--- src/rtl/fifo_wr_arbiter.sv ---
`default_nettype none
// ============================================================================
//  Module   : fifo_wr_arbiter
//  Purpose  : Round-robin arbiter sharing one registered FIFO write port
//             between NUM_REQ valid/ready producers, with burst holding,
//             per-port enable mask and lookahead FIFO occupancy check.
//  Revision : 1.0 - initial release
// ============================================================================
module fifo_wr_arbiter #(
  parameter int NUM_REQ    = 4,
  parameter int DATA_WIDTH = 16,
  parameter int FIFO_DEPTH = 8,
  parameter int BURST_MAX  = 4
) (
  input  logic                            clk,
  input  logic                            reset,
  input  logic [NUM_REQ-1:0]              port_enable,
  input  logic [NUM_REQ-1:0]              req_valid,
  input  logic [NUM_REQ*DATA_WIDTH-1:0]   req_data,
  output logic [NUM_REQ-1:0]              req_ready,
  input  logic [$clog2(FIFO_DEPTH):0]     fifo_entry,
  output logic                            fifo_wr_enb,
  output logic [DATA_WIDTH-1:0]           fifo_wdata,
  output logic [$clog2(NUM_REQ)-1:0]      active_port,
  output logic                            busy
);

  localparam int PTR_W  = $clog2(NUM_REQ);
  localparam int CNT_W  = $clog2(FIFO_DEPTH) + 1;
  localparam int BEAT_W = 4;

  // GAP is the single dead cycle inserted every time ownership rotates.
  typedef enum logic [1:0] {
    ST_IDLE = 2'd0,
    ST_HOLD = 2'd1,
    ST_GAP  = 2'd2
  } state_t;

  state_t              r_state;
  logic [PTR_W-1:0]    r_rr_ptr;
  logic [BEAT_W-1:0]   r_beat_cnt;

  logic [NUM_REQ-1:0]    w_elig;
  logic [CNT_W:0]        w_occ;
  logic                  w_room;
  logic                  w_found;
  logic [PTR_W-1:0]      w_winner;
  logic [PTR_W-1:0]      w_grant_idx;
  logic                  w_xfer;
  logic [DATA_WIDTH-1:0] w_grant_data;
  logic [BEAT_W-1:0]     w_beat_inc;

  // Round-robin successor of a port index, wrapping at NUM_REQ.
  function automatic logic [PTR_W-1:0] next_port(input logic [PTR_W-1:0] p);
    if (p == PTR_W'(NUM_REQ - 1)) return '0;
    return p + PTR_W'(1);
  endfunction

  assign w_elig     = req_valid & port_enable;
  // The pending registered write is counted as already in the FIFO.
  assign w_occ      = {1'b0, fifo_entry} + (CNT_W+1)'(fifo_wr_enb);
  assign w_room     = w_occ < (CNT_W+1)'(FIFO_DEPTH);
  assign w_beat_inc = r_beat_cnt + BEAT_W'(1);

  // First eligible port searching upward from the round-robin pointer.
  always_comb begin
    logic [PTR_W:0] idx;
    w_found  = 1'b0;
    w_winner = '0;
    idx      = '0;
    for (int k = 0; k < NUM_REQ; k++) begin
      idx = {1'b0, r_rr_ptr} + (PTR_W+1)'(k);
      if (idx >= (PTR_W+1)'(NUM_REQ)) idx = idx - (PTR_W+1)'(NUM_REQ);
      if (!w_found && w_elig[idx[PTR_W-1:0]]) begin
        w_found  = 1'b1;
        w_winner = idx[PTR_W-1:0];
      end
    end
  end

  // Combinational grant: new winner in IDLE, current owner in HOLD.
  always_comb begin
    req_ready   = '0;
    w_grant_idx = (r_state == ST_HOLD) ? active_port : w_winner;
    if (!reset && w_room) begin
      case (r_state)
        ST_IDLE: if (w_found) req_ready[w_winner] = 1'b1;
        ST_HOLD: req_ready[active_port] = w_elig[active_port];
        default: req_ready = '0;
      endcase
    end
  end

  assign w_xfer = |(req_ready & req_valid);

  // Select the data word of the granted port.
  always_comb begin
    w_grant_data = '0;
    for (int i = 0; i < NUM_REQ; i++) begin
      if (w_grant_idx == PTR_W'(i)) w_grant_data = req_data[i*DATA_WIDTH +: DATA_WIDTH];
    end
  end

  // Arbitration state machine and registered FIFO write path.
  always_ff @(posedge clk) begin
    if (reset) begin
      r_state     <= ST_IDLE;
      r_rr_ptr    <= '0;
      r_beat_cnt  <= '0;
      fifo_wr_enb <= 1'b0;
      fifo_wdata  <= '0;
      active_port <= '0;
      busy        <= 1'b0;
    end else begin
      fifo_wr_enb <= w_xfer;
      if (w_xfer) fifo_wdata <= w_grant_data;
      case (r_state)
        ST_IDLE: begin
          if (w_xfer) begin
            active_port <= w_winner;
            if (BURST_MAX == 1) begin
              r_state    <= ST_GAP;
              r_rr_ptr   <= next_port(w_winner);
              r_beat_cnt <= '0;
              busy       <= 1'b0;
            end else begin
              r_state    <= ST_HOLD;
              r_beat_cnt <= BEAT_W'(1);
              busy       <= 1'b1;
            end
          end
        end
        ST_HOLD: begin
          // Owner dropping out or a completed burst both hand over the grant.
          if (!w_elig[active_port] || (w_xfer && w_beat_inc == BEAT_W'(BURST_MAX))) begin
            r_state    <= ST_GAP;
            r_rr_ptr   <= next_port(active_port);
            r_beat_cnt <= '0;
            busy       <= 1'b0;
          end else if (w_xfer) begin
            r_beat_cnt <= w_beat_inc;
          end
        end
        ST_GAP: begin
          r_state <= ST_IDLE;
        end
        default: begin
          r_state <= ST_IDLE;
          busy    <= 1'b0;
        end
      endcase
    end
  end

endmodule
`default_nettype wire

--- config.mk ---
export PLATFORM = sky130hd
export DESIGN_NAME = fifo_wr_arbiter
export DESIGN_NICKNAME = d
export VERILOG_FILES = /design/src/rtl/fifo_wr_arbiter.sv
export SDC_FILE = /design/constraint.sdc
export NUM_CORES = 1
export LEC_CHECK = 0
export CORE_MARGIN = 2
export CORE_UTILIZATION = 44
export CTS_CLUSTER_DIAMETER = 60
export CTS_CLUSTER_SIZE = 20
export DETAILED_ROUTE_END_ITERATION = 16
export MAX_ROUTING_LAYER = met4
export PLACE_DENSITY = 0.87
export RECOVER_POWER = 25
export SETUP_SLACK_MARGIN = 0.02
export SLEW_MARGIN = 15
export SYNTH_ARGS = -nofsm -noshare
export SYNTH_HDL_FRONTEND = slang
export SYNTH_SLANG_ARGS = --single-unit
--- constraint.sdc ---
create_clock -name clk -period 4.2 [get_ports clk]
set_clock_uncertainty 0.1 [all_clocks]
set_input_delay 0.84 -clock clk [delete_from_list [all_inputs] [get_ports clk]]
set_output_delay 0.84 -clock clk [all_outputs]
set_load 0.1 [all_outputs]
==> impl_metrics.py, run 1 <==
metrics = {
    "global_routing": {
        "grt_pass1_wl_um": 10200,
        "antenna_found_initial": 0,
        "grt_overflow": 0,
        "grt_use_total_pct": 25.7,
        "grt_pass1_vias": 2028,
        "grt_max_degree": 33,
    },
    "detailed_routing": {
        "via_per_inst": 5.67,
        "wirelength_um": 6740,
        "drtIter0Drc": 164,
        "drtAntennaViolNets": 0,
        "wl_per_cell_um": 18.0,
        "drcViolationCount": 0,
        "routed-via-count": 2120,
        "drt_first_pass_iters": 5,
    },
    "logic_synthesis": {
        "avgSynthCellArea_um2": 9.19,
        "synth_cell_types": 47,
        "ys_async_sr_fraction_pct": 0,
        "ys_warn_count": 0,
        "netlist.area_leader.share_pct": 27.4,
        "syn-instance-count": 223,
        "ys_seq_elements": 28,
        "synth_edf_count": 0,
        "yosysSeqAreaShare_pct": 27.4,
        "synth_fp_nets": 306,
        "syn_area_mm2": 0.00205,
        "synth_ff_type": "dfxtp_1",
        "synth.area.top_cells": "dfxtp_1 27%, mux2i_1 16%, mux2_2 9.3%",
        "synth_top_cell_by_area": "dfxtp_1",
    },
    "pwr": {
        "p_per_area_mw_per_mm2": 290,
        "vdd_drop_max_mv": 0.259,
        "power_leakage_nw": 1.20,
    },
    "clocking": {
        "post-cts-setup-buffer-count": 0,
        "clock_sinks": 28,
        "root_buffer": "clkbuf_8",
        "cts_tree": "done",
        "clk_pin_slew_ns": 0.09,
        "postCtsHoldBufs": 0,
        "cts_resized": 0,
        "clock_latency_ns": 0.27,
        "h-tree-depth": 1,
        "cts_max_path_buffers": 2,
        "numCtsBuffers": 3,
    },
    "worst_hold_path": {
        "min_path_type": "reg2reg",
    },
    "timing": {
        "report.final.hold_viol_count": 0,
        "fin_crit_sh_pct": 91.2,
        "relSlewSlack_pct": 31.9,
        "final_max_slew_viol_count": 0,
        "period_needed_ns": 3.83,
        "setup_viol": 0,
        "max_freq_mhz": 261,
        "setup_slack_ns": 0.371,
        "holdWs_ns": 0.381,
        "worst_slew_pin_slew_ns": 1.02,
        "tns_ns": 0,
        "rsz0062_at_grt": "no",
    },
    "setup_path": {
        "critPathBufInv": 2,
        "path_cells": "dlygate4sd3_1, a32o_1, a21o_1, and2_1, or2_2, a22oi_1, nor2b_2, buf_12",
        "cp_top_family": "buffers and inverters",
        "cp.required_ns": 3.26,
        "crit_arrival_ns": 2.89,
        "crit_path_start_kind": "primary input",
        "worst_path_max_delay_cell": "dlygate4sd3_1",
        "critPathKind": "in2out",
        "endpoint_kind": "primary output",
        "crit_fanout": 7,
        "cp_slowest_stage_delay_ns": 0.63,
    },
    "floorplan": {
        "dieWidth_um": 72.3,
        "die-area_mm2": 0.00522,
        "die-height_um": 72.3,
        "io-pin-count": 102,
        "start_util_pct": 46.4,
        "rows": 24,
        "core-area_mm2": 0.00441,
    },
    "final_layout": {
        "fin_cells": 374,
        "synthToLayoutAreaGrowth_pct": 56.6,
        "fin_util_pct": 72.7,
        "final_nets": 406,
        "drive_above_1_share_pct": 12.4,
        "antenna_cells": 0,
    },
    "placement": {
        "io_buffers": 101,
        "post-place-ws_ns": 0.487,
        "place.gp.congestion": 0.938,
        "placedCellCount": 370,
        "dp_hpwl_um": 5340,
    },
    "job": {
        "cap_violations": 0,
    },
    "run_status": {
        "status": "complete, no violations",
    },
}
==> cells in the final DEF, fill, tap and decap left out, types with 2 or more instances in the layout <==
cell type / instances
nor2b_1: 2
nand3_1: 5
buf_12: 4
a22oi_1: 4
o21ai_1: 16
buf_4: 5
nor3_1: 3
nor4_1: 3
ha_1: 5
nand2_1: 9
nand2b_1: 2
o31ai_1: 2
clkdlybuf4s50_1: 85
dlygate4sd3_1: 12
a41oi_1: 2
mux2i_1: 33
or2_2: 2
o211a_1: 2
inv_1: 6
a21oi_1: 11
and3_1: 2
dfxtp_1: 28
nor2_1: 5
mux2_2: 17
o21ai_0: 4
nor2_2: 3
nand4b_1: 3
o21a_1: 3
nand3b_1: 17
clkbuf_8: 3
nand4_1: 4
==> synthesized netlist by cell type (3+ instances only) <==
library cell / number
nand2_1: 9
nand4b_1: 3
o21ai_1: 16
ha_1: 5
nor4_1: 3
nand4_1: 4
dfxtp_1: 28
mux2i_1: 33
nand3b_1: 17
o21ai_0: 4
clkbuf_1: 4
nor3_1: 3
buf_6: 4
mux2_2: 17
nand3_1: 5
a22oi_1: 4
nor2_1: 8
a21oi_1: 11
o21a_1: 3
inv_1: 6
nor2b_1: 3
==> final cells by class <==
type / count / area (µm²)
Clock buffer: 3 / 41.3
Clock inverter: 1 / 30.0
Fill cell: 335 / 1200
Inverter: 7 / 27.5
Multi-Input combinational cell: 177 / 1400
Sequential cell: 28 / 561
Tap cell: 52 / 65.1
Timing Repair Buffer: 106 / 1090
==> cell families (layout without fill, tap and decap cells) <==
kind of cell | after synthesis | count (layout) | share of synthesized area (%)
AOI/OAI and AO/OA | 53 | 53 | 18.0
muxes | 50 | 50 | 25.5
adders and majority gates | 5 | 5 | 3.05
and+or+nand+nor | 69 | 69 | 21.1
buffers and inverters | 18 | 117 | 5.01
DFF | 28 | 28 | 27.4
==> power by group <==
| group | switching [W] | total, W | internal, W |
|---|---|---|---|
| clock | 0.0000822 | 0.000210 | 0.000128 |
| sequential | 0.0000147 | 0.000301 | 0.000286 |
| combinational | 0.000253 | 0.000419 | 0.000166 |
==> per-layer routing <==
metal  up-vias  track usage, %  share of wire [%]
met3        16            2.78                5.6
li1       1041               -                  -
met1       979            34.0                 45
met5         -               -                  0
met2        84            40.9                 47
met4         0            8.60                2.5
==> flip-flops by register name (all words and copies together), names as in the netlist <==
register     flops
fifo_wdata      16
r_state          2
active_port      2
r_beat_cnt       4
r_rr_ptr         2
fifo_wr_enb      1
busy             1
==> worst paths after layout <==
check / endpoint / depth (start not counted) / startpoint / slack [ns]
worst max-delay path: req_ready[0] / 8 / req_valid[0] / 0.37
worst max register to register: r_beat_cnt[0] / 10 / active_port[0] / 1.14
worst min-delay path: busy / 1 / r_state[0] / 0.38
worst min register to register: busy / 1 / r_state[0] / 0.38
==> stage by stage <==
step / power [W] / instance area [µm²]
after floorplan: 0.000581 / 2060
after global placement: 0.000721 / 3140
after detailed placement: 0.000727 / 3140
after CTS: 0.000936 / 3210
after global routing: 0.000966 / 3210
final: 0.000930 / 3210
Power figures use the tool's default switching activity.
==> inputs of run 2 (changes only) <==
CORE_UTILIZATION = 40   (was 44)
PLACE_DENSITY = 0.8   (was 0.87)
clock period = 4.6 ns   (was 4.2 ns; I/O delays follow)
==> run 2 against run 1 <==
Effect of this change:
- sequential power shrank 9.0%
- non-clock buffer count stayed put
- wire length is 5.6% lower
- hold slack barely moved
- critical endpoint is now req_ready[3]
- largest cell class unchanged
- largest power group unchanged
==> impl_metrics.py, run 2 (same netlist as run 1, synthesis figures left out) <==
metrics = {
    "run_status": {
        "status": "complete, no violations",
    },
    "detailed_routing": {
        "drcViolationCount": 0,
        "drtIter0Drc": 143,
        "via_per_inst": 5.36,
        "wl_per_cell_um": 16.2,
        "wl_met2_um": 3150,
        "drt_first_pass_iters": 4,
        "m1WireLength_um": 2830,
        "top_layer": "met4",
        "drtAntennaViolNets": 0,
        "wl_met3_um": 330,
        "routed-via-count": 2100,
        "wirelength_um": 6370,
    },
    "final_layout": {
        "top_register": "fifo_wdata",
        "final_common_cell": "clkdlybuf4s50_1",
        "largest_reg_flops": 16,
        "final_nets": 406,
        "antenna_cells": 0,
        "regArea_um2": 561,
        "multi_input_area_mm2": 0.00138,
        "synthToLayoutAreaGrowth_pct": 57.0,
        "drive_above_1_share_pct": 10.9,
        "final_cell_mix": "86 x clkdlybuf4s50_1, 33 x mux2i_1, 28 x dfxtp_1",
        "largestRegisters": "fifo_wdata: 16 flops, r_beat_cnt: 4 flops",
        "fin_util_pct": 64.2,
        "nFillCells": 423,
    },
    "timing": {
        "final_max_slew_viol_count": 0,
        "max_freq_mhz": 258,
        "relSlewSlack_pct": 30.0,
        "setup_slack_ns": 0.720,
        "fin_crit_sh_pct": 84.4,
        "report.final.hold_viol_count": 0,
        "worst_slew_pin_slew_ns": 1.05,
        "setup_viol": 0,
        "period_needed_ns": 3.88,
        "rsz0062_at_grt": "no",
        "tns_ns": 0,
    },
    "floorplan": {
        "dieWidth_um": 75.6,
        "rows": 26,
        "io-pin-count": 102,
        "start_util_pct": 40.9,
        "die-area_mm2": 0.00571,
        "core-area_mm2": 0.00501,
        "die-height_um": 75.6,
    },
    "job": {
        "cap_violations": 0,
    },
    "clocking": {
        "post-cts-setup-buffer-count": 0,
        "clock_sinks": 28,
        "cts_tree": "done",
        "numCtsBuffers": 3,
        "cts_resized": 0,
        "h-tree-depth": 1,
        "clock_latency_ns": 0.27,
        "clk_pin_slew_ns": 0.10,
        "root_buffer": "clkbuf_8",
        "cts_max_path_buffers": 2,
        "postCtsHoldBufs": 0,
    },
    "setup_path": {
        "cp_slowest_stage_delay_ns": 0.59,
        "path_cells": "dlygate4sd3_1, nand2_1, a211o_1, nor3_1, a22oi_1, nor2_1, buf_12",
        "crit_path_start_kind": "primary input",
        "worst_path_max_delay_cell": "dlygate4sd3_1",
        "reg2reg_slack_ns": 1.55,
        "crit_arrival_ns": 2.86,
        "critPathKind": "in2out",
        "cp.required_ns": 3.58,
        "endpoint_kind": "primary output",
        "crit_fanout": 5,
    },
    "pwr": {
        "intPower_w": 0.000529,
        "vdd_drop_max_mv": 0.199,
        "switching_share_pct": 37.4,
        "p_per_area_mw_per_mm2": 263,
        "clkPwrFrac_pct": 22.7,
        "power_leakage_nw": 1.20,
        "total_power_w": 0.000845,
        "p_comb_share_pct": 44.9,
        "p_switching_w": 0.000316,
        "pwr-share-seq_pct": 32.4,
    },
    "worst_hold_path": {
        "min_path_type": "reg2reg",
    },
    "placement": {
        "post-place-ws_ns": 0.729,
        "io_buffers": 101,
        "dp_hpwl_um": 5120,
        "place.gp.congestion": 0.872,
    },
    "global_routing": {
        "grt_use_total_pct": 21.4,
        "grt_overflow": 0,
        "grt_pass1_wl_um": 9050,
        "grt_pass1_vias": 1809,
        "antenna_found_initial": 0,
        "grt_max_degree": 33,
    },
}
==> run 2: final cells by class <==
type / instances / area share [%]
inverter: 7 / 0.855
tap: 70 / 2.72
multi-input combinational: 177 / 43.0
timing repair buffer: 106 / 33.8
clock inverter: 1 / 0.933
sequential: 28 / 17.4
clock buffer: 3 / 1.28
==> run 2: stage by stage <==
step,cell area (µm²),instances,hold slack (ns)
after floorplan,2050,223,0.344
after global placement,3150,388,0.363
after detailed placement,3150,388,0.370
after CTS,3220,392,0.389
after global routing,3220,392,0.402
final,3220,392,0.381
==> run 2: worst paths after layout <==
| kind | startpoint | endpoint | cells past startpoint |
|---|---|---|---|
| max | req_valid[3] | req_ready[3] | 7 |
| min | fifo_wdata[12] | fifo_wdata[12] | 2 |
| min reg2reg | fifo_wdata[12] | fifo_wdata[12] | 2 |
| max reg2reg | active_port[0] | r_beat_cnt[3] | 9 |
==> run 2: layer usage <==
layer  up-vias  global-route usage (%)
li1       1042                       -
met1       998                    30.6
met2        58                    33.1
met3         2                    1.72
met4         0                    4.68
met5         -                       -
==> run 2: power by group through the flow <==
stage | sequential, W | combinational [W] | clock, W
final | 0.000274 | 0.000379 | 0.000191
after global routing | 0.000277 | 0.000397 | 0.000207
after CTS | 0.000275 | 0.000383 | 0.000195
after detailed placement | 0.000280 | 0.000382 | 0
after global placement | 0.000280 | 0.000378 | 0
after floorplan | 0.000400 | 0.000129 | 0
==> run 2: worst max-delay path, delay by kind of cell <==
family | cells | cell delay, ns
buffers and inverters | 2 | 0.80
AND/OR/NAND/NOR | 3 | 0.67
AO/OA/AOI/OAI | 2 | 0.47
